**config.mk**
```make
export PLATFORM = sky130hd
export DESIGN_NAME = serial_subtractor
export DESIGN_NICKNAME = d
export VERILOG_FILES = /design/src/rtl/serial_subtractor_pkg.sv /design/src/rtl/serial_subtractor_full_subtractor_bit.sv /design/src/rtl/serial_subtractor.sv
export SDC_FILE = /design/constraint.sdc
export NUM_CORES = 1
export LEC_CHECK = 0
export BUFFER_PORTS_ARGS = -buffer_cell sky130_fd_sc_hd__buf_2
export CAP_MARGIN = 5
export CORE_ASPECT_RATIO = 1.2
export CORE_MARGIN = 3
export CORE_UTILIZATION = 58
export DETAILED_ROUTE_END_ITERATION = 12
export MAX_ROUTING_LAYER = met4
export PLACE_DENSITY = 0.89
export SLEW_MARGIN = 20
export SYNTH_ARGS = -nofsm -noshare
export SYNTH_HDL_FRONTEND = slang
export SYNTH_SLANG_ARGS = --single-unit
```
**constraint.sdc**
```tcl
create_clock -name clk -period 1.6 [get_ports clk]
set_input_delay 0.16 -clock clk [delete_from_list [all_inputs] [get_ports clk]]
set_output_delay 0.16 -clock clk [all_outputs]
set_load 0.03 [all_outputs]
```
**src/rtl/serial_subtractor_pkg.sv**
```systemverilog
// Shared types and sizing helpers for the bit-serial subtractor.
package serial_subtractor_pkg;

  // Controller states; two bits cover all three.
  typedef enum logic [1:0] {
    IDLE  = 2'd0,
    SHIFT = 2'd1,
    DONE  = 2'd2
  } state_t;

  // Bit counter width: one bit wider than clog2 so it can reach WIDTH-1
  // for any legal WIDTH without wrapping.
  function automatic int cnt_width(input int width);
    return $clog2(width) + 1;
  endfunction

endpackage

```
**src/rtl/serial_subtractor_full_subtractor_bit.sv**
```systemverilog
// One-bit full subtractor: d = x - y - bin, built from two half-subtractors
// whose borrows are ORed, the subtract-side mirror of the full adder.
module full_subtractor_bit (
  input  logic x,
  input  logic y,
  input  logic bin,
  output logic d,
  output logic bout
);

  logic d_hs1;
  logic b_hs1;
  logic b_hs2;

  // First half-subtractor: x - y.
  assign d_hs1 = x ^ y;
  assign b_hs1 = ~x & y;

  // Second half-subtractor: (x - y) - bin.
  assign d     = d_hs1 ^ bin;
  assign b_hs2 = ~d_hs1 & bin;

  assign bout  = b_hs1 | b_hs2;

endmodule

```
**src/rtl/serial_subtractor.sv**
```systemverilog
// Bit-serial unsigned subtractor: diff = a - b, LSB first, one bit per
// clock through a single full-subtractor cell and a borrow flop.
module serial_subtractor #(
  parameter int WIDTH = 8
) (
  input  logic             clk,
  input  logic             rst,
  input  logic             start,
  input  logic [WIDTH-1:0] a,
  input  logic [WIDTH-1:0] b,
  output logic             busy,
  output logic             done,
  output logic [WIDTH-1:0] diff,
  output logic             bout
);

  import serial_subtractor_pkg::*;

  localparam int              CNT_W = cnt_width(WIDTH);
  localparam logic [CNT_W-1:0] LAST = CNT_W'(WIDTH - 1);

  state_t           state;
  logic [WIDTH-1:0] sa;
  logic [WIDTH-1:0] sb;
  logic [WIDTH-1:0] sd;
  logic             borrow;
  logic [CNT_W-1:0] count;
  logic             cell_d;
  logic             cell_b;

  full_subtractor_bit u_cell (
    .x    (sa[0]),
    .y    (sb[0]),
    .bin  (borrow),
    .d    (cell_d),
    .bout (cell_b)
  );

  // Status outputs decode straight from the state register.
  assign busy = (state != IDLE);
  assign done = (state == DONE);

  // Controller, operand/result shift registers and result registers.
  always_ff @(posedge clk) begin
    if (rst) begin
      state  <= IDLE;
      sa     <= '0;
      sb     <= '0;
      sd     <= '0;
      borrow <= 1'b0;
      count  <= '0;
      diff   <= '0;
      bout   <= 1'b0;
    end else begin
      case (state)
        IDLE: begin
          if (start) begin
            sa     <= a;
            sb     <= b;
            borrow <= 1'b0;
            count  <= '0;
            state  <= SHIFT;
          end
        end
        SHIFT: begin
          sa     <= sa >> 1;
          sb     <= sb >> 1;
          sd     <= {cell_d, sd[WIDTH-1:1]};
          borrow <= cell_b;
          count  <= count + CNT_W'(1);
          if (count == LAST) begin
            state <= DONE;
          end
        end
        DONE: begin
          // Result registers only change here, so partial sums never show.
          diff  <= sd;
          bout  <= borrow;
          state <= IDLE;
        end
        default: begin
          state <= IDLE;
        end
      endcase
    end
  end

endmodule
```
Word level (Yosys, flattened, before mapping)

Index checks and enable logic that the tools add are counted.

Bits of input ports: 19
Register bits after elaboration: 40
Logic and storage cells: 37
Output and inout port bits: 11

Reduce and logical (&&, ||, !) cells: 5
$add $sub $neg: 1
Bitwise logic cells: 7
Equal/unequal tests: 5
Multiplexer cells: 11

Operators by type and width:

| kind                                           | count |
|---|---|
| case mux 8 bit (2 select lines)                | 2 |
| two-way mux 8 bit                              | 2 |
| case mux 4 bit (2 select lines)                | 1 |
| adder 4 x 1 -> 4 bit (second input constant)   | 1 |
| == test 4 x 3 -> 1 bit (second input constant) | 1 |
| two-way mux 2 bit                              | 2 |
| two-way mux 4 bit                              | 1 |
| inequality test 2 bit (second input constant)  | 2 |
| case mux 2 bit (2 select lines)                | 1 |
| AND reduction 2 bit                            | 2 |
| nonzero test 2 bit                             | 2 |
| bitwise AND 1 bit                              | 2 |
| == test 2 x 1 -> 1 bit (second input constant) | 1 |
| == test 2 bit (second input constant)          | 1 |
| zero test 2 bit                                | 1 |
| inverter 1 bit                                 | 2 |
| case mux 1 bit (2 select lines)                | 1 |
| XOR 1 bit                                      | 2 |
| two-way mux 1 bit                              | 1 |
| bitwise OR 1 bit                               | 1 |

Logic depth before layout (Yosys ltp)

Gate-level depths: netlist of the first run.

Word-level depth: 5
Depth in mapped cells: 5
Gate-level depth less buffers: 4

Hierarchy

From an unflattened synthesis of the first run, not the netlist that was laid out.

Cell total of the unflattened synthesis: 198
Area total of the unflattened synthesis: 1736.7 um^2

By module, submodules not included:

| module              | cells an instance | area each (um^2) | instances | seq. area each (um^2) |
|---|---|---|---|---|
| serial_subtractor   | 194               | 1705.4           | 1         | 800.8 |
| full_subtractor_bit | 4                 | 31.3             | 1         | 0.0 |

Worst setup path after synthesis of the first run

No wires, ideal clock.

Path type: reg-to-output
From: register state[1]
To: output busy
Data arrival time: 0.995 ns
Data required time: 1.440 ns
Cell stages (with the launch flop): 4
Setup slack: 0.445 ns
Buffers on the path: 1
Cells stage by stage: dfxtp_1 -> inv_1 -> buf_1 -> nand2_1

Longest elaborated chain between the ends: 1

RTL lines:

| item                     | RTL line                | RTL |
|---|---|---|
| start: declaration       | serial_subtractor.sv:22 | `state_t state;` |
| start signal: assignment | serial_subtractor.sv:46 | `state <= IDLE;` |
| start signal: assignment | serial_subtractor.sv:62 | `state <= SHIFT;` |
| start signal: assignment | serial_subtractor.sv:72 | `state <= DONE;` |
| nonzero test 2 bit       | serial_subtractor.sv:40 | `assign busy = (state != IDLE);` |
| end: declaration         | serial_subtractor.sv:11 | `output logic busy,` |

Every way passes these cells.

Final worst setup path of the first run

From: register state[0]
To: output done

Longest elaborated chain between the ends: 1

RTL lines:

| item             | RTL line                | RTL |
|---|---|---|
| == test 2 bit    | serial_subtractor.sv:41 | `assign done = (state == DONE);` |
| end: declaration | serial_subtractor.sv:12 | `output logic done,` |

Every way passes these cells.

==> results.toml, run 1 <==
[synthesis]
synth_fp_nets = 209
ys_types = 32
synthFlopType = "dfxtp_1"
ys.warnings.count = 0
number_of_synthesized_flops_with_an_enable_pin = 0
synth_async_sr_flop_share_pct = 0
mappedNetlistArea_mm2 = 0.00164
synth_cells = 188
synth_area_per_cell_um2 = 8.74
sequential_cell_area_fraction_in_the_yosys_report_pct = 48.7
yosys_reg_bits = 40

[routing]
drtIter0Drc = 46
drt_wl_total_mm = 3.37
final_antenna_net_count = 0
remaining_drc_errors = 0
dr.pass1.iters = 4
route.detailed.vias_per_inst = 5.61
number_of_vias_in_the_routed_layout = 1414
wirelength_per_cell_um = 13.4

[timing]
timing.final.ws_setup_ps = 128
unrepaired_setup_endpoints_after_global_routing = "no"
final-setup-viol-count = 0
worstMarginPinSlew_ps = 707
fin_skew_ps = 10.9
final.min_clock_period_ps = 1470
max_clock_freq_ghz = 0.679
hold_viol = 0
finalSetupTns_ps = 0
hold_slack_ps = 51.9
relSlewSlack_pct = 52.9
drv_slew = 0
post-route-period-util_pct = 92.0

[floorplan]
io-pin-count = 30
chipHeight_um = 64.3
coreArea_mm2 = 0.00263
std_cell_rows = 20
floorplan.die.width_um = 54.6
floorplan.initialDensity_pct = 62.5
design.die.area_mm2 = 0.00351

[critical_path]
path_class = "reg -> out"
critical_path.max_fanout = 10
r2r_slack_ps = 220
critPathMaxStageDelay_ps = 400
worst_path_max_delay_cell = "dfxtp_2"
worstPathRequired_ps = 1440
worst_ep_arrival_time_ps = 1310
timing.critical_path.to_type = "primary output"
worstPathCellList = "nand2b_1 -> inv_2 -> buf_2"
critical_path.startpoint_type = "flop"
rr_worst_depth = 4
crit-reg2reg-capture = "sb[4]"
timing.rr.start = "state[0]"

[clock_tree]
cts_hold_repair.buffers = 0
cts.root.buffer_cell = "clkbuf_4"
cts.reportedPaths.clkPinSlew_ps = 110
clk_latency_ps = 340
clock_tree.htree_level_count = 2
cts_made_buffers = 5
number_of_buffers_on_the_longest_clock_path = 2
tritoncts = "yes"
numClockSinks = 40

[power_and_ir_drop]
powerDensity_mw_per_mm2 = 956
total_leakage_power_nw = 0.754
max-vdd-ir-drop_mv = 0.746
post-layout-total-power_mw = 1.79

[placement]
place.detailed.instances = 240
buffer_ports.inserted = 29
post_dp_cell_area_mm2 = 0.00178
minimum_setup_slack_after_placement_ps = 170
detailed_place_hpwl_mm = 2.35
finalWeightedCongestion = 0.773

[min_path]
worst_hold_startpoint = "b[7]"
hold_class = "in -> reg"
worst_hold_path.endpoint = "sb[7]"
worst_hold_path.num_cells = 3

[outcome]
run_status = "complete, no violations"

[grt]
gr-total-overflow = 0
first_global_vias = 1313
gr-max-usage-layer = "met2"
grt_antenna_before_repair = 0
grt_use_met2_pct = 34.5
grt_pass1_wl_mm = 5.51
grt_start_max_net_pins = 41
grt.met1_usage_pct = 25.6
grt_use_total_pct = 21.9
grt_util_met3_pct = 4.20

[job]
cap_viol_max_count = 0

[layout]
instances_no_fill = 252
finalNetCount = 239
stdcell_area_mm2 = 0.00187
filler_cell_count = 202
area_delta_synth_final_pct = 14.1
share_of_cells_above_drive_strength_1_pct = 23.7
finalCoreUtilization_pct = 71.3
antenna_cells_inserted = 0
synth_stat cells (2+ instances only):
master	instances	area, um2
nand2b_1	3	18.8
buf_4	2	15.0
clkbuf_1	4	15.0
nand2_1	34	128
nor2_1	28	105
dfxtp_1	40	801
a21oi_1	17	85.1
a211oi_1	14	105
o22ai_1	6	37.5
o2bb2ai_1	8	70.1
buf_2	4	20.0
a22oi_1	4	30.0
buf_6	2	22.5
inv_1	4	15.0
flip-flops by register name, indices dropped and copies added, names as in the netlist:
name / flops
sd: 8
diff: 8
borrow: 1
sa: 8
state: 2
sb: 8
bout: 1
count: 4
kinds of logic after synthesis:
| logic type | share of synthesized area [%] |
|---|---|
| fa+ha+maj | 1.98 |
| buf+inv | 5.79 |
| simple gates | 18.4 |
| mux | 0.609 |
| flops | 48.7 |
| compound gates | 24.5 |
critical path: cells and delay by family (launching register included):
| family | cells | cell delay, ps |
|---|---|---|
| flops | 1 | 400 |
| buf+inv | 2 | 370 |
| simple gates | 1 | 200 |
power breakdown:
part | switching, mW | internal, mW
clock | 0.309 | 0.217
sequential | 0.0318 | 1.04
combinational | 0.111 | 0.0822
total | 0.452 | 1.34
layer usage:
| layer | vias to the layer above | share of wire (%) |
|---|---|---|
| met5 | - | 0 |
| met4 | 0 | 2.2 |
| met3 | 9 | 6.2 |
| met2 | 51 | 51 |
| met1 | 639 | 40 |
| li1 | 715 | - |
timing repair:
| action | 4_1_cts | 5_1_grt |
|---|---|---|
| buffers inserted | 1 | 3 |
| cloned | 0 | 0 |
| resized for setup | 1 | 3 |
| endpoints found under the setup margin | 1 | 5 |
worst max path at each step:
| stage | slack (ps) | startpoint | cells past startpoint | end |
|---|---|---|---|---|
| 2_1_floorplan | 440 | state[1] | 3 | busy |
| 3_3_place_gp | 310 | state[0] | 4 | sb[3] |
| 3_5_place_dp | 170 | state[0] | 4 | sb[4] |
| 4_1_cts | 30 | state[0] | 3 | done |
| 5_1_grt | 60 | state[0] | 3 | done |
| 6_report | 130 | state[0] | 3 | done |
area by class of cell:
| cell class | count | area, um2 | share of cell area, % |
|---|---|---|---|
| repair buffers | 36 | 198 | 10.5 |
| well taps | 33 | 41.3 | 2.20 |
| multi-input cells | 130 | 747 | 39.9 |
| clock buffers | 8 | 58.8 | 3.14 |
| flip-flops and latches | 40 | 803 | 42.9 |
| inverters | 5 | 26.3 | 1.40 |
cells in the final DEF, fill, tap and decap left out, types with 2 or more instances in the layout:
| master | n |
|---|---|
| a211oi_1 | 14 |
| a22oi_1 | 4 |
| dfxtp_1 | 38 |
| buf_4 | 7 |
| a21oi_1 | 17 |
| nand2b_1 | 3 |
| inv_1 | 2 |
| nand2_1 | 34 |
| buf_2 | 29 |
| dfxtp_2 | 2 |
| o22ai_1 | 6 |
| o2bb2ai_1 | 8 |
| nor2_1 | 28 |
| clkbuf_1 | 2 |
| clkinvlp_4 | 2 |
| clkbuf_4 | 5 |
No activity file was read; power rests on OpenSTA's default activity.
==> run 2: changes to the inputs <==
Settings changed: CELL_PAD_IN_SITES_DETAIL_PLACEMENT set to 0, CELL_PAD_IN_SITES_GLOBAL_PLACEMENT set to 1, CORE_UTILIZATION 58 to 36, PLACE_DENSITY 0.89 to 0.79.
Clock period 1.6 ns to 1.3 ns, I/O delays scaled along.
==> run 2 against run 1 <==
Power grew 36%. Via count shrank 0.85%. Clock skew shrank 6.0 ps. Largest power group unchanged. Critical path type unchanged. Die area grew 54%.
==> results.toml, run 2 (synthesized netlist as in run 1, its figures left out) <==
[grt]
gr-total-overflow = 0
grt_pass1_wl_mm = 5.90
grt_start_max_net_pins = 17
grt_antenna_before_repair = 0
grt_use_total_pct = 14.7
first_global_vias = 1326

[routing]
drtIter0Drc = 90
final_antenna_net_count = 0
number_of_vias_in_the_routed_layout = 1402
remaining_drc_errors = 0
dr.pass1.iters = 4
route.detailed.vias_per_inst = 4.92
wirelength_per_cell_um = 12.4
drt_wl_total_mm = 3.53

[critical_path]
path_class = "reg -> out"
timing.critical_path.to_type = "primary output"
timing.rr.start = "state[0]"
crit-reg2reg-capture = "count[3]"
r2r_slack_ps = 80
rr_worst_depth = 5
critical_path.max_fanout = 5
worstPathRequired_ps = 1170
critical_path.startpoint_type = "flop"
worst_ep_arrival_time_ps = 1100

[timing]
worstMarginPinSlew_ps = 427
post-route-period-util_pct = 94.8
fin_skew_ps = 4.88
drv_slew = 0
final.min_clock_period_ps = 1230
hold_slack_ps = 84.7
timing.final.ws_setup_ps = 67.5
relSlewSlack_pct = 71.5
finalSetupTns_ps = 0
hold_viol = 0
max_clock_freq_ghz = 0.811
final-setup-viol-count = 0

[outcome]
run_status = "complete, no violations"

[power_and_ir_drop]
total_leakage_power_nw = 0.836
powerDensity_mw_per_mm2 = 1200
max-vdd-ir-drop_mv = 0.575

[clock_tree]
cts.reportedPaths.clkPinSlew_ps = 70
clock_tree.htree_level_count = 2
cts_hold_repair.buffers = 0
tritoncts = "yes"
number_of_buffers_on_the_longest_clock_path = 2
clk_latency_ps = 290
cts_made_buffers = 5
numClockSinks = 40
cts.root.buffer_cell = "clkbuf_8"

[floorplan]
io-pin-count = 30
chipHeight_um = 80
design.die.area_mm2 = 0.00541
coreArea_mm2 = 0.00433
floorplan.initialDensity_pct = 38.0
std_cell_rows = 26
floorplan.die.width_um = 67.7

[layout]
finalNetCount = 249
mostFrequentLayoutCells = "dfxtp_1, nand2_1, nor2_1, buf_2, a21oi_1"
antenna_cells_inserted = 0
share_of_cells_above_drive_strength_1_pct = 27.9
instances_no_fill = 285
most_frequent_standard_cell_in_the_layout_excluding_fill_and_tap_cells = "dfxtp_1"
stdcell_area_mm2 = 0.00204
area_delta_synth_final_pct = 23.9

[placement]
detailed_place_hpwl_mm = 2.40
place.detailed.instances = 274
post_dp_cell_area_mm2 = 0.00189
finalWeightedCongestion = 0.786
buffer_ports.inserted = 29
minimum_setup_slack_after_placement_ps = 76.5

[min_path]
worst_hold_path.endpoint = "sb[7]"
worst_hold_path.num_cells = 3
hold_class = "in -> reg"
worst_hold_startpoint = "b[7]"

[job]
cap_viol_max_count = 0
run 2: area by class of cell:
class                   instances  area (um2)
well taps                      56        70.1
inverters                       5        18.8
clock inverters                 2        10.0
clock buffers                   6        82.6
fillers                       455        2290
repair buffers                 46         290
flip-flops and latches         40         803
multi-input cells             130         761
run 2: power by group:
| group | internal [mW] | switching (mW) |
|---|---|---|
| logic | 0.131 | 0.147 |
| registers | 1.28 | 0.0319 |
| clock network | 0.423 | 0.421 |
run 2: timing repair:
action	in CTS	in global routing
setup endpoints to repair	2	7
gates cloned	0	1
resized for setup	6	5
setup buffers	2	0
run 2: how the worst max path moves through the flow:
stage / depth (start not counted) / end / start / slack [ps]
finish: 5 / busy / state[0] / 70
detailed placement: 4 / sb[5] / state[0] / 80
CTS: 4 / done / state[0] / 1
floorplan: 3 / busy / state[1] / 170
global route: 5 / busy / state[0] / -5
global placement: 4 / sa[6] / state[0] / 120
run 2: layer usage:
metal  GRT usage [%]  vias to the layer above  part of all wire (%)
li1                -                      731                     -
met5               -                        -                     0
met3            4.23                        2                   5.5
met1            17.2                      635                    45
met2            24.0                       34                    49
met4            4.26                        0                  0.59
run 2: through the flow:
stage / power [mW] / utilization, %
after global routing: 2.56 / 47.1
final: 2.43 / 47.1
after detailed placement: 1.60 / 43.6
after floorplan: 1.52 / -
after CTS: 2.47 / 46.5
after global placement: 1.60 / 43.6
run 2: worst max-delay path: stages, from the launching register on:
cell	delay (ps)
dfxtp_2	350
buf_6	120
inv_2	40
buf_6	110
nand2_1	70
buf_6	130
==> run 3: changes to the inputs <==
Settings changed: ABC_AREA set to 1, CORE_UTILIZATION 36 to 35, PLACE_DENSITY 0.79 to 0.8.
==> run 3 against run 2 <==
Power grew 11%. Core utilization shrank 2.5 points. Maximum frequency shrank 1.1%. Combinational power grew 23%. Register-to-register slack gained 90 ps. Die area grew 7.9%. Global-route usage shrank 0.71 points. Clock-buffer cell count shrank 1. Sequential cell count is the same. Largest cell class unchanged.
==> results.toml, run 3 <==
[synthesis]
mappedNetlistArea_mm2 = 0.00173
netlist.top_cell.by_area = "dfxtp_1"
synthFlopType = "dfxtp_1"
post_synthesis_xor_xnor_area_fraction_pct = 0
netlist_top_cells_count = "nor2_1, nand2_1, dfxtp_1"
post_synth_fa_ha_maj_area_fraction_pct = 1.88
sequential_cell_area_fraction_in_the_yosys_report_pct = 46.2
yosys-top-cells-area = "dfxtp_1, nor2_1, nand2_1"
synth_area_per_cell_um2 = 6.94
synth-simple-area-share_pct = 23.2
ys.warnings.count = 0
synth_top_family_by_area = "simple AND/OR/NAND/NOR gates"
synth-compound-area-share_pct = 16.5
synth_largest_type_area_fraction_pct = 46.2
synth_cells = 250
number_of_synthesized_flops_with_an_enable_pin = 0
ys_types = 18
synth.most_common_cell = "nor2_1"
synth_fp_nets = 271
synth_async_sr_flop_share_pct = 0
synth.area.mux_share_pct = 0
yosys_reg_bits = 40

[timing]
fin_skew_ps = 5.71
final-setup-viol-count = 0
drv_slew = 0
hold_viol = 0
finalSetupTns_ps = 0
post-route-period-util_pct = 95.8
relSlewSlack_pct = 81.0
max_clock_freq_ghz = 0.803
final.min_clock_period_ps = 1250
worstMarginPinSlew_ps = 285

[outcome]
run_status = "complete, no violations"

[layout]
instances_no_fill = 344
filler_cell_count = 512
area_delta_synth_final_pct = 20.7
most_frequent_standard_cell_in_the_layout_excluding_fill_and_tap_cells = "nor2_1"
finalNetCount = 306
share_of_cells_above_drive_strength_1_pct = 19.2
antenna_cells_inserted = 0
mostFrequentLayoutCells = "nor2_1, nand2_1, dfxtp_1"

[routing]
number_of_vias_in_the_routed_layout = 1521
remaining_drc_errors = 0
dr.pass1.iters = 4
drtIter0Drc = 70
wirelength_per_cell_um = 11.0
final_antenna_net_count = 0
drt_wl_total_mm = 3.79
route.detailed.vias_per_inst = 4.42

[clock_tree]
clk_latency_ps = 290
cts.root.buffer_cell = "clkbuf_8"
cts_hold_repair.buffers = 0
cts_made_buffers = 5
numClockSinks = 40
cts.reportedPaths.clkPinSlew_ps = 80
tritoncts = "yes"
clock_tree.htree_level_count = 2
number_of_buffers_on_the_longest_clock_path = 2

[critical_path]
timing.critical_path.to_type = "primary output"
worstPathRequired_ps = 1170
critical_path.max_fanout = 5
path_class = "reg -> out"
critical_path.startpoint_type = "flop"
worst_ep_arrival_time_ps = 1120

[grt]
grt_use_total_pct = 13.9
gr-total-overflow = 0
first_global_vias = 1403
grt_antenna_before_repair = 0
grt_start_max_net_pins = 18
grt_pass1_wl_mm = 6.32

[job]
cap_viol_max_count = 0

[placement]
place.detailed.instances = 335
finalWeightedCongestion = 0.717
detailed_place_hpwl_mm = 2.54
buffer_ports.inserted = 29

[floorplan]
io-pin-count = 30
chipHeight_um = 83.1
design.die.area_mm2 = 0.00584
floorplan.die.width_um = 70.3
coreArea_mm2 = 0.00470
std_cell_rows = 27
floorplan.initialDensity_pct = 36.9

[power_and_ir_drop]
powerDensity_mw_per_mm2 = 1290
max-vdd-ir-drop_mv = 0.690
total_leakage_power_nw = 1.05

[min_path]
hold_class = "in -> reg"
run 3: cell count changes after synthesis, sizes merged, moves of 6 or more:
cell and delta:
a211oi -14, o21ai +34, inv +32, nor2 +24, nand2 +17, o2bb2ai -8, o22ai -6
run 3: path summary, 6_finish.rpt:
path | to | slack, ps | from | cells past startpoint
max | done | 50 | state[1] | 4
min | sb[7] | 90 | b[7] | 3
max reg2reg | bout | 170 | state[1] | 5
min reg2reg | sb[7] | 470 | sb[7] | 2
run 3: worst max-delay path, cell delays in order (launching register included):
cell and delay [ps]:
dfxtp_2 340, inv_2 70, nor2_2 130, buf_6 130, buf_4 150
run 3: power by group:
part | switching [mW] | internal (mW)
Sequential | 0.0467 | 1.30
Clock | 0.441 | 0.568
Combinational | 0.202 | 0.141
Total | 0.690 | 2.01
run 3: final cells by class:
cell class	count	area (um2)	area share, %
timing repair buffer	39	239	11.4
sequential	40	803	38.4
tap	58	72.6	3.47
clock inverter	3	42.5	2.03
clock buffer	5	68.8	3.29
multi-input combinational	161	724	34.6
inverter	38	143	6.81
run 3: layer usage:
metal | routed length (um) | track usage [%] | vias up
li1 | - | - | 830
met1 | 1770 | 16.0 | 662
met2 | 1830 | 23.3 | 25
met3 | 142 | 4.24 | 4
met4 | 42 | 4.18 | 0
met5 | 0 | - | -
run 3: timing repair:
item,in CTS,in global routing
endpoints found under the hold margin,0,0
buffers inserted,1,0
setup endpoints to repair,1,1
resized for setup,2,3
run 3: kinds of logic after synthesis:
| logic type | after synthesis |
|---|---|
| buffers and inverters | 49 |
| AO/OA/AOI/OAI | 55 |
| adder cells (fa/ha/maj) | 2 |
| flip-flops | 40 |
| AND/OR/NAND/NOR | 104 |
run 3: through the flow:
step | hold slack [ps] | util [%] | area (um2) | total power [mW] | worst slack (ps)
final | 90.3 | 44.6 | 2090 | 2.70 | 54.0
after global routing | 87.2 | 44.6 | 2090 | 2.86 | -3.89
after CTS | 80.6 | 44.4 | 2090 | 2.73 | 19.0
after detailed placement | 397 | 41.8 | 1960 | 1.72 | 125
after global placement | 390 | 41.8 | 1960 | 1.72 | 134
after floorplan | 199 | - | 1730 | 1.61 | 253
